<file path="config.mk">
export PLATFORM = sky130hd
export DESIGN_NAME = piso_frame_tx
export DESIGN_NICKNAME = d
export VERILOG_FILES = /design/src/rtl/piso_frame_pkg.sv /design/src/rtl/piso_frame_tx.sv
export SDC_FILE = /design/constraint.sdc
export NUM_CORES = 1
export LEC_CHECK = 0
export CAP_MARGIN = 20
export CORE_AREA = 2 2 39 41
export DETAILED_ROUTE_END_ITERATION = 8
export DIE_AREA = 0 0 41 43
export PLACE_DENSITY = 0.76
export SETUP_SLACK_MARGIN = 0.15
export SLEW_MARGIN = 20
export SYNTH_ARGS = -nofsm -noshare
export SYNTH_HDL_FRONTEND = slang
export SYNTH_SLANG_ARGS = --single-unit
export TNS_END_PERCENT = 100
</file>
<file path="constraint.sdc">
create_clock -name clk -period 1.8 [get_ports clk]
set_input_delay 0.36 -clock clk [delete_from_list [all_inputs] [get_ports clk]]
set_output_delay 0.36 -clock clk [all_outputs]
set_load 0.1 [all_outputs]
</file>
<file path="src/rtl/piso_frame_pkg.sv">
// piso_frame_pkg: framing constants shared by the transmitter and matching receiver
package piso_frame_pkg;
  typedef enum logic [2:0] {
    ST_IDLE   = 3'd0,
    ST_START  = 3'd1,
    ST_DATA   = 3'd2,
    ST_PARITY = 3'd3,
    ST_STOP   = 3'd4
  } state_t;
  localparam logic LINE_IDLE = 1'b1;
  localparam logic START_BIT = 1'b0;
endpackage

</file>
<file path="src/rtl/piso_frame_tx.sv">
// piso_frame_tx: LSB-first framed serialiser (start, data, optional even parity, stop)
module piso_frame_tx import piso_frame_pkg::*; #(
  parameter int WIDTH     = 4,
  parameter bit PARITY_EN = 1'b1
) (
  input  logic             clk,
  input  logic             rst,
  input  logic             en,
  input  logic             din_valid,
  input  logic [WIDTH-1:0] din,
  output logic             din_ready,
  output logic             sout,
  output logic             busy,
  output logic             done
);
  localparam int CW = $clog2(WIDTH);
  state_t state, state_nx;
  logic [WIDTH-1:0] shreg;
  logic [CW-1:0] cnt;
  logic par;
  always_comb begin
    state_nx = state;
    case (state)
      ST_IDLE:   state_nx = din_valid ? ST_START : ST_IDLE;
      ST_START:  state_nx = en ? ST_DATA : ST_START;
      ST_DATA:   state_nx = (en && cnt == CW'(WIDTH - 1)) ? (PARITY_EN ? ST_PARITY : ST_STOP) : ST_DATA;
      ST_PARITY: state_nx = en ? ST_STOP : ST_PARITY;
      ST_STOP:   state_nx = en ? ST_IDLE : ST_STOP;
      default:   state_nx = ST_IDLE;
    endcase
  end
  always_ff @(posedge clk) begin
    if (rst) begin
      state <= ST_IDLE;
      shreg <= '0;
      cnt   <= '0;
      par   <= 1'b0;
      done  <= 1'b0;
    end else begin
      state <= state_nx;
      done  <= state == ST_STOP && en;
      if (state == ST_IDLE && din_valid) begin
        shreg <= din;
        par   <= ^din;
        cnt   <= '0;
      end else if (state == ST_DATA && en) begin
        shreg <= shreg >> 1;
        cnt   <= cnt + 1'b1;
      end
    end
  end
  assign sout = state == ST_START  ? START_BIT :
                state == ST_DATA   ? shreg[0]  :
                state == ST_PARITY ? par       : LINE_IDLE;
  assign din_ready = state == ST_IDLE;
  assign busy      = state != ST_IDLE;
endmodule

</file>
# Word-level counts from Yosys, hierarchy flattened
# Cells that the tools add are included.
[word_totals]
inputBits = 8
reg_bits = 11
output_inout_bits = 4
word_cells = 31
[classes]
n_mux = 11
n_addsub = 1
eq_ne = 5
reduce_logical = 9
[op_table]
columns = ["operator", "n"]
rows = [
  ["$pmux W3 S5", 1],
  ["$mux W4", 2],
  ["$eq A3 B2 Y1 const B", 2],
  ["$mux W3", 2],
  ["$mux W1", 5],
  ["$logic_and A1 B1 Y1", 4],
  ["$reduce_xor A4 Y1", 1],
  ["$eq A3 B1 Y1 const B", 1],
  ["$eq A3 B3 Y1 const B", 1],
  ["$logic_not A3 Y1", 1],
  ["$reduce_bool A3 Y1", 1],
  ["$add A2 B1 Y2 const B", 1],
  ["$eq A2 B2 Y1 const B", 1],
  ["$mux W2", 1],
  ["$reduce_bool A2 Y1", 1],
  ["$reduce_or A2 Y1", 1],
]

# Logic depth before layout (Yosys ltp)
# Gate-level depths: netlist of the first run.
[logic_depth]
ltp_word = 4
mapped_depth = 5
mapped_depth_nobuf = 3

# Least setup slack after synthesis of the first run
# No wires, ideal clock.
[synth_timing]
path_type = "register to output"
startpoint = "reg state[1]"
endpoint = "out din_ready"
setup_slack_ns = -0.552
t_required_ns = 1.440
arrival_time_ns = 1.992
n_path_buf = 1
stages_incl_launch_ff = 4
cell_sequence = "dfxtp_1 buf_2 or3_1 inv_1"
[synth_via]
elab_chain_len = 1
[synth_rtl]
columns = ["element", "line_no", "source"]
rows = [
  ["start, declared", "piso_frame_tx.sv:17", "state_t state, state_nx;"],
  ["start signal, assigned", "piso_frame_tx.sv:40", "state <= state_nx;"],
  ["$logic_not A3 Y1", "piso_frame_tx.sv:55", "assign din_ready = state == ST_IDLE;"],
  ["end, declared", "piso_frame_tx.sv:11", "output logic din_ready,"],
]
# Every way passes these cells.

# Worst setup path in the final report of the first run
[layout_timing]
startpoint = "reg state[0]"
endpoint = "out din_ready"
# The elaborated chain is that of the path after synthesis.

==> flow_summary.json, run 1 <==
{
  "status": "complete, no violations",
  "pwr-share-comb": 0.370,
  "grt_first_pass_wirelength_um": 2010,
  "rows": 14,
  "final.min_clock_period_ps": 1680,
  "postLayoutCoreUtil": 0.587,
  "clock-skew-final_ps": 2.83,
  "wl_um": 1240,
  "yosys_most_used_dff": "dfxtp_1",
  "crit_type": "reg2out",
  "synth_top_area_cell": "dfxtp_1",
  "wl_met1_um": 543,
  "synth.top_cells.by_area": "dfxtp_1 38%, mux2i_1 6.9%, a211oi_2 6.4%",
  "netlist-cell-type-count": 27,
  "share_clk_of_total_power": 0.244,
  "first_global_vias": 477,
  "grt_setup_unrepaired": "yes",
  "detailedRoute.firstPassIterationCount": 3,
  "num-nets-final": 85,
  "die_height_um": 43,
  "area_growth_pct": 39.0,
  "antenna_violations_before_repair": 0,
  "synth.net_count": 68,
  "final-max-slew-violation-count": 0,
  "power_switching_share": 0.348,
  "floorplan.core_area_sq_mm": 0.00138,
  "mappedNetlistArea_sq_um": 584,
  "top_signal_layer_used": "met4",
  "period_share": 0.935,
  "synth.yosys.warnings": 0,
  "cts_max_level": 1,
  "fillers": 118,
  "clock-root-buffer": "clkbuf_4",
  "route.detailed.drc": 0,
  "cts_sinks": 11,
  "grt_start_max_net_pins": 12,
  "vias": 492,
  "finalWeightedCongestion": 0.700,
  "cp_data_arrival_time_ps": 1320,
  "die_width_um": 41,
  "power.static_leakage_nw": 0.302,
  "fin_setup_tns_ps": 0,
  "power.density_cell_area_mw_per_mm2": 875,
  "worst_ep_required_time_ps": 1440,
  "netlist_instances": 59,
  "clock.fmax_ghz": 0.594,
  "yosys-top-cells-count": "11 x dfxtp_1, 6 x nor2_1, 4 x mux2i_1, 4 x xnor2_1",
  "route.antenna.remaining_nets": 0,
  "clock_path_buffers": 2,
  "drive_above_1_share": 0.333,
  "final_cell_area_sq_um": 812,
  "tightestPinTransition_ps": 468,
  "dp_hpwl_um": 793,
  "cts_buffers": 3,
  "total_power_uw": 710,
  "hold_viol_final": 0,
  "start_util": 0.422,
  "asyncSetResetFlopFracSynth": 0,
  "worst_setup_ep_type": "primary output",
  "clock_tree_from_tritoncts": "yes",
  "clk_latency_ps": 280,
  "relative_slew_margins": 0.687,
  "number_of_synthesized_register_bits": 11,
  "synth_enable_flop_cells": 0,
  "worst-path-max-fanout": 5,
  "finalSetupViolCount": 0,
  "wl_per_cell_um": 13.7,
  "cts.reportedPaths.clkPinSlew_ps": 70,
  "max_cap_violations": 0,
  "hp-class": "reg2reg",
  "power.sequential.fraction": 0.385,
  "wl_met2_um": 597,
  "critical_path.startpoint_type": "flop",
  "met3WireLength_um": 47,
  "instances_no_fill": 91,
  "synthDominantCellAreaShare": 0.377,
  "p_int_uw": 463,
  "portBuffers": 11,
  "switching_power_uw": 247,
  "top_level_ports": 12,
  "diodes_inserted": 0,
  "floorplan.die_area_sq_mm": 0.00176,
  "dpl-instance-area_sq_um": 744,
  "yosysMostFrequentCell": "dfxtp_1",
  "routed_via_density": 5.41,
  "placed_cells_incl_taps": 83,
  "yosysSeqAreaShare": 0.377,
  "grt-ovfl-total": 0,
  "gr-usage-all-layers": 0.181,
  "cts.hold.buffers_added": 0,
  "vdd.ir_drop.worst_uv": 358,
  "synth.avg_cell_area_sq_um": 9.90,
  "drt_iter0_drc": 6
}
-- worst max-delay path, cell delays in order (launching register included) --
cell and delay, ps:
dfxtp_4 370, or3_4 420, clkinvlp_4 90, buf_12 160
-- layer usage --
metal  vias up  GRT usage
met5         -          0
met4         0      0.180
met3         5     0.0314
met2        16      0.275
met1       231      0.192
li1        240          -
-- sequential cells by signal, indices dropped and copies added, names as in the netlist --
signal  cells
cnt         2
done        1
par         1
shreg       4
state       3
-- cell usage in the layout, fill, tap and decap left out, drive strengths merged, types with 2 or more instances in the layout --
cell,Yosys,routed
a211oi,4,4
a21oi,2,2
buf,5,11
clkbuf,1,4
clkdlybuf4s50,0,7
dfxtp,11,11
mux2i,4,4
nand2,3,3
nand3b,2,2
nor2,6,6
nor3,3,3
nor4b,2,2
xnor2,4,4
-- path summary, 6_finish.rpt --
| check | startpoint | endpoint | slack, ps | cells after the start |
|---|---|---|---|---|
| hold / removal | shreg[3]$_SDFFE_PP0P_ | shreg[3]$_SDFFE_PP0P_ | 490 | 2 |
| hold reg to reg | shreg[3]$_SDFFE_PP0P_ | shreg[3]$_SDFFE_PP0P_ | 490 | 2 |
| setup / recovery | state[0]$_SDFF_PP0_ | din_ready | 120 | 3 |
| setup reg to reg | state[0]$_SDFF_PP0_ | shreg[0]$_SDFFE_PP0P_ | 370 | 4 |
-- per-stage QoR --
stage / worst slack (ps) / hold slack, ps
floorplan: 68.1 / 460
global placement: 101 / 484
detailed placement: 74.0 / 476
CTS: 118 / 488
global route: 93.3 / 542
finish: 118 / 489
-- cells by family (layout without fill, tap and decap cells) --
logic type | after synthesis | in the layout | share of synthesized area
buffers and inverters | 7 | 23 | 0.0771
AO/OA/AOI/OAI | 8 | 8 | 0.122
XOR/XNOR | 5 | 5 | 0.0749
flip-flops | 11 | 11 | 0.377
adder cells (fa/ha/maj) | 1 | 1 | 0.0214
multiplexers | 4 | 4 | 0.0685
AND/OR/NAND/NOR | 23 | 23 | 0.259
-- power groups by stage --
| stage | Combinational (mW) | Clock, mW | Sequential (mW) |
|---|---|---|---|
| after floorplan | 0.181 | 0 | 0.273 |
| after global placement | 0.237 | 0 | 0.284 |
| after detailed placement | 0.240 | 0 | 0.285 |
| after CTS | 0.260 | 0.177 | 0.273 |
| after global routing | 0.278 | 0.191 | 0.275 |
| final | 0.263 | 0.174 | 0.274 |
-- layout make-up --
cell class | instances | area [sq um] | share of cell area
Clock buffer | 4 | 26.3 | 0.0324
Inverter | 1 | 7.51 | 0.00924
Multi-Input combinational cell | 41 | 327 | 0.402
Sequential cell | 11 | 229 | 0.282
Tap cell | 16 | 20.0 | 0.0247
Timing Repair Buffer | 18 | 203 | 0.250
-- what timing repair did --
| item | in CTS | in global routing |
|---|---|---|
| endpoints found under the setup margin | 3 | 2 |
| resized for setup | 5 | 1 |
| cloned | 0 | 0 |
| setup buffers | 4 | 0 |
| pin swaps | 1 | 0 |
No activity file was read; power rests on OpenSTA's default activity.
==> run 2, diff against run 1 <==
--- a/config.mk
+++ b/config.mk
@@ -7,6 +7,7 @@
 export LEC_CHECK = 0
 export CAP_MARGIN = 20
 export CORE_AREA = 2 2 39 41
+export CTS_CLUSTER_DIAMETER = 150
 export DETAILED_ROUTE_END_ITERATION = 8
 export DIE_AREA = 0 0 41 43
 export PLACE_DENSITY = 0.76
==> results of run 2 <==
Final layout, timing and power as in run 1 (identical DEF).
==> run 3, diff against run 2 <==
--- a/config.mk
+++ b/config.mk
@@ -5,6 +5,7 @@
 export SDC_FILE = /design/constraint.sdc
 export NUM_CORES = 1
 export LEC_CHECK = 0
+export ABC_CLOCK_PERIOD_IN_PS = 1800
 export CAP_MARGIN = 20
 export CORE_AREA = 2 2 39 41
 export CTS_CLUSTER_DIAMETER = 150
==> results of run 3 <==
Final layout, timing and power as in run 1 (identical DEF).
